**src/rtl/cic_dac_out.sv**
```systemverilog
// CIC output stage: round/shift/saturate, FIFO, MSB-first SPI DAC serializer.
// Optional CIC_DAC_SATCNT_EN adds a saturating 16-bit sat_cnt output.
module cic_dac_out #(
  parameter int Win    = 16,
  parameter int Wg     = 22,
  parameter int Wout   = 16,
  parameter int SHIFT  = 6,
  parameter int DEPTH  = 4,
  parameter int CLKDIV = 2
) (
  input  logic                    clk,
  input  logic                    rst,
  input  logic signed [Win+Wg-1:0] i_data,
  input  logic                    val_in,
  output logic                    sclk,
  output logic                    cs_n,
  output logic                    sdo,
  output logic                    busy,
  output logic                    sat,
  output logic                    ovf
`ifdef CIC_DAC_SATCNT_EN
  ,
  output logic [15:0]             sat_cnt
`endif
);

  localparam int W  = Win + Wg;
  localparam int AW = $clog2(DEPTH);
  localparam int CW = $clog2(DEPTH + 1);
  localparam int BW = $clog2(Wout);
  localparam int DW = $clog2(2 * CLKDIV + 1);

  localparam logic signed [W:0] ONE  = 1;
  localparam logic signed [W:0] RND  =
    (SHIFT > 0) ? (ONE <<< ((SHIFT > 0) ? SHIFT - 1 : 0)) : '0;
  localparam logic signed [W:0] MAXV = (ONE <<< (Wout - 1)) - ONE;
  localparam logic signed [W:0] MINV = -MAXV - ONE;

  typedef enum logic [1:0] {S_IDLE, S_SHIFT, S_GAP} state_t;

  // One extra bit so the rounding add cannot wrap.
  logic signed [W:0] ext_d, sum_d, r_d;
  logic              hi_d, lo_d;
  logic [Wout-1:0]   word_d;

  assign ext_d = {i_data[W-1], i_data};
  assign sum_d = ext_d + RND;
  assign r_d   = sum_d >>> SHIFT;
  assign hi_d  = r_d > MAXV;
  assign lo_d  = r_d < MINV;

  always_comb begin
    word_d = r_d[Wout-1:0];
    if (hi_d)      word_d = {1'b0, {(Wout-1){1'b1}}};
    else if (lo_d) word_d = {1'b1, {(Wout-1){1'b0}}};
  end

  logic            s1_val_q, sat_q;
  logic [Wout-1:0] s1_word_q;

  always_ff @(posedge clk) begin
    if (rst) begin
      s1_val_q <= 1'b0;
      sat_q    <= 1'b0;
    end else begin
      s1_val_q <= val_in;
      sat_q    <= val_in & (hi_d | lo_d);
    end
    if (val_in) s1_word_q <= word_d;
  end

  logic [Wout-1:0] mem_q [DEPTH];
  logic [AW-1:0]   wr_q, rd_q;
  logic [CW-1:0]   cnt_q;
  logic            ovf_q;
  state_t          state_q;
  logic            push, pop, full, wr_en;

  assign push  = s1_val_q;
  assign pop   = (state_q == S_IDLE) && (cnt_q != '0);
  assign full  = cnt_q == CW'(DEPTH);
  assign wr_en = push && (!full || pop);

  always_ff @(posedge clk) begin
    if (wr_en) mem_q[wr_q] <= s1_word_q;
  end

  always_ff @(posedge clk) begin
    if (rst) begin
      wr_q  <= '0;
      rd_q  <= '0;
      cnt_q <= '0;
      ovf_q <= 1'b0;
    end else begin
      if (wr_en) wr_q <= wr_q + AW'(1);
      if (pop)   rd_q <= rd_q + AW'(1);
      if (push && full && !pop) ovf_q <= 1'b1;
      if (wr_en && !pop)      cnt_q <= cnt_q + CW'(1);
      else if (!wr_en && pop) cnt_q <= cnt_q - CW'(1);
    end
  end

  logic            sclk_q, cs_n_q, sdo_q;
  logic [Wout-1:0] sr_q;
  logic [BW-1:0]   bit_q;
  logic [DW-1:0]   div_q;

  always_ff @(posedge clk) begin
    if (rst) begin
      state_q <= S_IDLE;
      sclk_q  <= 1'b0;
      cs_n_q  <= 1'b1;
      sdo_q   <= 1'b0;
      sr_q    <= '0;
      bit_q   <= '0;
      div_q   <= '0;
    end else begin
      unique case (state_q)
        S_IDLE: begin
          if (pop) begin
            sr_q    <= mem_q[rd_q];
            sdo_q   <= mem_q[rd_q][Wout-1];
            cs_n_q  <= 1'b0;
            sclk_q  <= 1'b0;
            bit_q   <= BW'(Wout - 1);
            div_q   <= '0;
            state_q <= S_SHIFT;
          end
        end
        S_SHIFT: begin
          if (div_q == DW'(CLKDIV - 1)) begin
            div_q <= '0;
            if (!sclk_q) begin
              sclk_q <= 1'b1;
            end else begin
              sclk_q <= 1'b0;
              if (bit_q == '0) begin
                cs_n_q  <= 1'b1;
                sdo_q   <= 1'b0;
                state_q <= S_GAP;
              end else begin
                bit_q <= bit_q - BW'(1);
                sr_q  <= sr_q << 1;
                sdo_q <= sr_q[Wout-2];
              end
            end
          end else begin
            div_q <= div_q + DW'(1);
          end
        end
        S_GAP: begin
          if (div_q == DW'(2 * CLKDIV - 1)) begin
            div_q   <= '0;
            state_q <= S_IDLE;
          end else begin
            div_q <= div_q + DW'(1);
          end
        end
        default: state_q <= S_IDLE;
      endcase
    end
  end

`ifdef CIC_DAC_SATCNT_EN
  logic [15:0] sat_cnt_q;

  always_ff @(posedge clk) begin
    if (rst)                              sat_cnt_q <= '0;
    else if (sat_q && sat_cnt_q != '1)    sat_cnt_q <= sat_cnt_q + 16'd1;
  end

  assign sat_cnt = sat_cnt_q;
`endif

  assign sclk = sclk_q;
  assign cs_n = cs_n_q;
  assign sdo  = sdo_q;
  assign sat  = sat_q;
  assign ovf  = ovf_q;
  assign busy = (state_q != S_IDLE) | (cnt_q != '0);

endmodule
```
**config.mk**
```make
export PLATFORM = sky130hd
export DESIGN_NAME = cic_dac_out
export DESIGN_NICKNAME = d
export VERILOG_FILES = /design/src/rtl/cic_dac_out.sv
export SDC_FILE = /design/constraint.sdc
export NUM_CORES = 1
export LEC_CHECK = 0
export ABC_AREA = 1
export BUFFER_PORTS_ARGS = -buffer_cell sky130_fd_sc_hd__buf_2
export CORE_UTILIZATION = 30
export CTS_CLUSTER_DIAMETER = 50
export CTS_CLUSTER_SIZE = 40
export DETAILED_ROUTE_END_ITERATION = 12
export GPL_ROUTABILITY_DRIVEN = 0
export SYNTH_ARGS = -nofsm -noshare
export SYNTH_HDL_FRONTEND = slang
export SYNTH_SLANG_ARGS = --single-unit
```
**constraint.sdc**
```tcl
create_clock -name clk -period 2.06 [get_ports clk]
set_input_delay 0.103 -clock clk [delete_from_list [all_inputs] [get_ports clk]]
set_output_delay 0.103 -clock clk [all_outputs]
set_load 0.02 [all_outputs]
```
==> metrics.txt <==
crit-path max cell delay=430 ps; antenna viol nets, final=0; Die Y=145 um; worst-skew pair later-pin latency=400 ps; Tmin final=1900 ps; Initial Util=31.0%; post-synthesis register bit count=119; syn nets=769; adder-cell area share of the yosys netlist=3.38%; CTS Hold Buffers Added=0; Fin Clk Skew=6.92 ps; Startpoint Class=flip-flop; R2R setup slack=160 ps; crit path kind=reg2reg; Avg Inst Size Synth=8.62 um^2; area of the mapped netlist=6140 um^2; Final Max Tran Viols=0; worst IR drop on VDD=0.753 mV; average routed wire per standard cell=12.6 um; core area=19800 um^2; part of the cycle the worst path needs=92.3%; DRC Markers=0; CTS H-tree lvls=4; share of cells above drive strength 1=20.0%; CTS tree=yes; vias per cell=4.55; f_max=526 MHz; Mapped Cells=712; Final setup viols=0; Setup crit end kind=flip-flop; total clock sinks=119; Overall Global Routing Usage=13.4%; complex-gate fraction of the synthesized area=10.0%; slew margin rel.=65.4%; PwrDens=1110 nW/um^2; Pleak=3.00 nW; worst slack at placement=-26.4 ps; sequential area share after synthesis=51.9%; first-pass GRT wire length=22700 um; vias in the first global route=4755; crit path DAT=2190 ps; Hold Crit Class=in2reg; Final WS setup=160 ps; Clock Tree Root=clkbuf_16; multiplexer share of the synthesized area=0%; placed cell area=6870 um^2; DRT Pass-1 Iters=4; Hold Violations, Final=0; Worst Tran Pin Value=518 ps; die area=21000 um^2; # rows=51; Overflow after GRT=0; Area growth syn-to-layout=21.3%; main combinational cell family by area after synthesis=simple AND/OR/NAND/NOR gates; design area=7450 um^2; CTS clk-pin slew, worst paths=60 ps; Max FO, Critical Path=3; Chip Width=145 um; CP max-delay cell=fa_2; initial antenna violation count=0; IO Count=47; port bufs=41; Crit path buffers/inverters=3; status=complete, no violations; First DRT Iteration DRCs=209; most used cell, CP=inv_1; CP top delay family=adder cells; Yosys cell types=37; yosys warns=0; MaxCap Viol Count=0; ANT cells=0; post-synthesis xor/xnor area fraction=2.28%; CTS max path bufs=2; DP HPWL=10100 um; Final nets=840; Vias=4830; Detailed Route WL=13300 um; area share of and/or/nand/nor cells after synthesis=26.8%; largest net degree at the start of global routing=33; Num CTS Buffers=17; Crit path required time=2350 ps; Final Util=37.6%; crit-path cells=inv_2 > ha_2 > inv_1 > nand3_1 > and2_4 > ha_1 > inv_1 > fa_2 > o21ai_1 > a21oi_1; setup tns final=0 ps
[registers in the layout, indices dropped and copies added (netlist names), named ones only]
signal,flops
bit_q,4
cnt_q,3
cs_n,1
div_q,3
mem_q,64
ovf,1
push,1
rd_q,2
s1_word_q,16
sat,1
sclk,1
sdo,1
sr_q,15
state_q,2
wr_q,2
[metal layers]
layer | part of all wire (%) | vias to the layer above | track usage, %
met4 | 2.1 | 0 | 4.84
met2 | 48 | 101 | 22.9
met3 | 3.4 | 28 | 2.61
met1 | 47 | 2199 | 16.8
li1 | - | 2502 | -
met5 | 0 | - | 0
[where the power goes]
| group | switching (mW) | total (mW) | internal, mW |
|---|---|---|---|
| Clock | 1.04 | 2.71 | 1.66 |
| Combinational | 1.47 | 2.47 | 0.995 |
| Sequential | 0.209 | 3.11 | 2.90 |
[final timing paths]
kind,start,cells after the start,to
worst max-delay path,state_q[0],10,cnt_q[1]
worst min-delay path,rst,2,div_q[1]
worst max register to register,state_q[0],10,cnt_q[1]
worst min register to register,ovf,2,ovf
[cell usage in the layout, fill, tap and decap left out, types with 14 or more instances in the layout]
cell	count
ha_1	14
a21oi_1	18
inv_1	62
clkbuf_16	17
edfxtp_1	80
nand2_2	27
nand2_1	173
o32ai_1	16
nand3_1	20
a31oi_1	16
o21ai_0	44
buf_2	41
nor2_1	123
dfxtp_1	37
buf_4	25
[logic make-up after synthesis]
logic type               Yosys count
AO/OA/AOI/OAI                    103
flip-flops                       119
adder cells (fa/ha/maj)           16
buffers and inverters             85
AND/OR/NAND/NOR                  373
XOR/XNOR                          16
[repair_timing]
action	4_1_cts	5_1_grt
resized for setup	0	9
setup buffers	0	1
hold endpoints to repair	0	0
endpoints found under the setup margin	0	20
[cell type report]
cell class                      count  area [um^2]
Fill cell                        2045        12300
Inverter                           65          244
Clock buffer                       18          429
Clock inverter                     14          128
Timing Repair Buffer               72          513
Multi-Input combinational cell    508         2620
Tap cell                          265          332
Sequential cell                   119         3190
[through the flow]
step                power [mW]  cells  hold WS [ps]
detailed placement        5.60   1028           437
global route              8.85   1061          44.3
floorplan                 4.73    712           215
finish                    8.28   1061          29.8
CTS                       8.34   1060          9.39
global placement          5.56   1028           430
[Yosys cell counts]
cell,number,area (um^2)
a21oi_2,1,8.76
and2_1,1,6.26
fa_1,1,20.0
nor3_1,1,5.00
a21oi_1,18,90.1
nor2_2,8,50.1
o32ai_1,16,140
nor2_1,123,462
nand3b_2,1,11.3
buf_2,1,5.00
nor2_8,1,20.0
o21ai_0,46,230
nand2_2,27,169
nand3_2,2,20.0
clkinv_1,1,3.75
nor2_4,6,67.6
inv_1,64,240
a31oi_1,16,100
clkbuf_1,15,56.3
dfxtp_1,39,781
a22oi_1,2,15.0
o211ai_1,2,15.0
or2_2,1,6.26
a311oi_1,1,8.76
ha_1,15,188
xnor2_1,8,70.1
buf_1,2,7.51
a211oi_1,1,7.51
nand2_4,3,33.8
buf_8,1,15.0
nand4_1,1,6.26
buf_12,1,20.0
edfxtp_1,80,2400
nand3b_1,5,37.5
nand2_1,173,649
xor2_1,8,70.1
nand3_1,20,100
[worst reg2reg max path, cell delays in order (launching register included)]
cell	delay (ps)
dfxtp_2	350
inv_2	50
ha_2	180
inv_1	80
nand3_1	80
and2_4	160
ha_1	170
inv_1	90
fa_2	430
o21ai_1	150
a21oi_1	60
No activity file was read; power rests on OpenSTA's default activity.
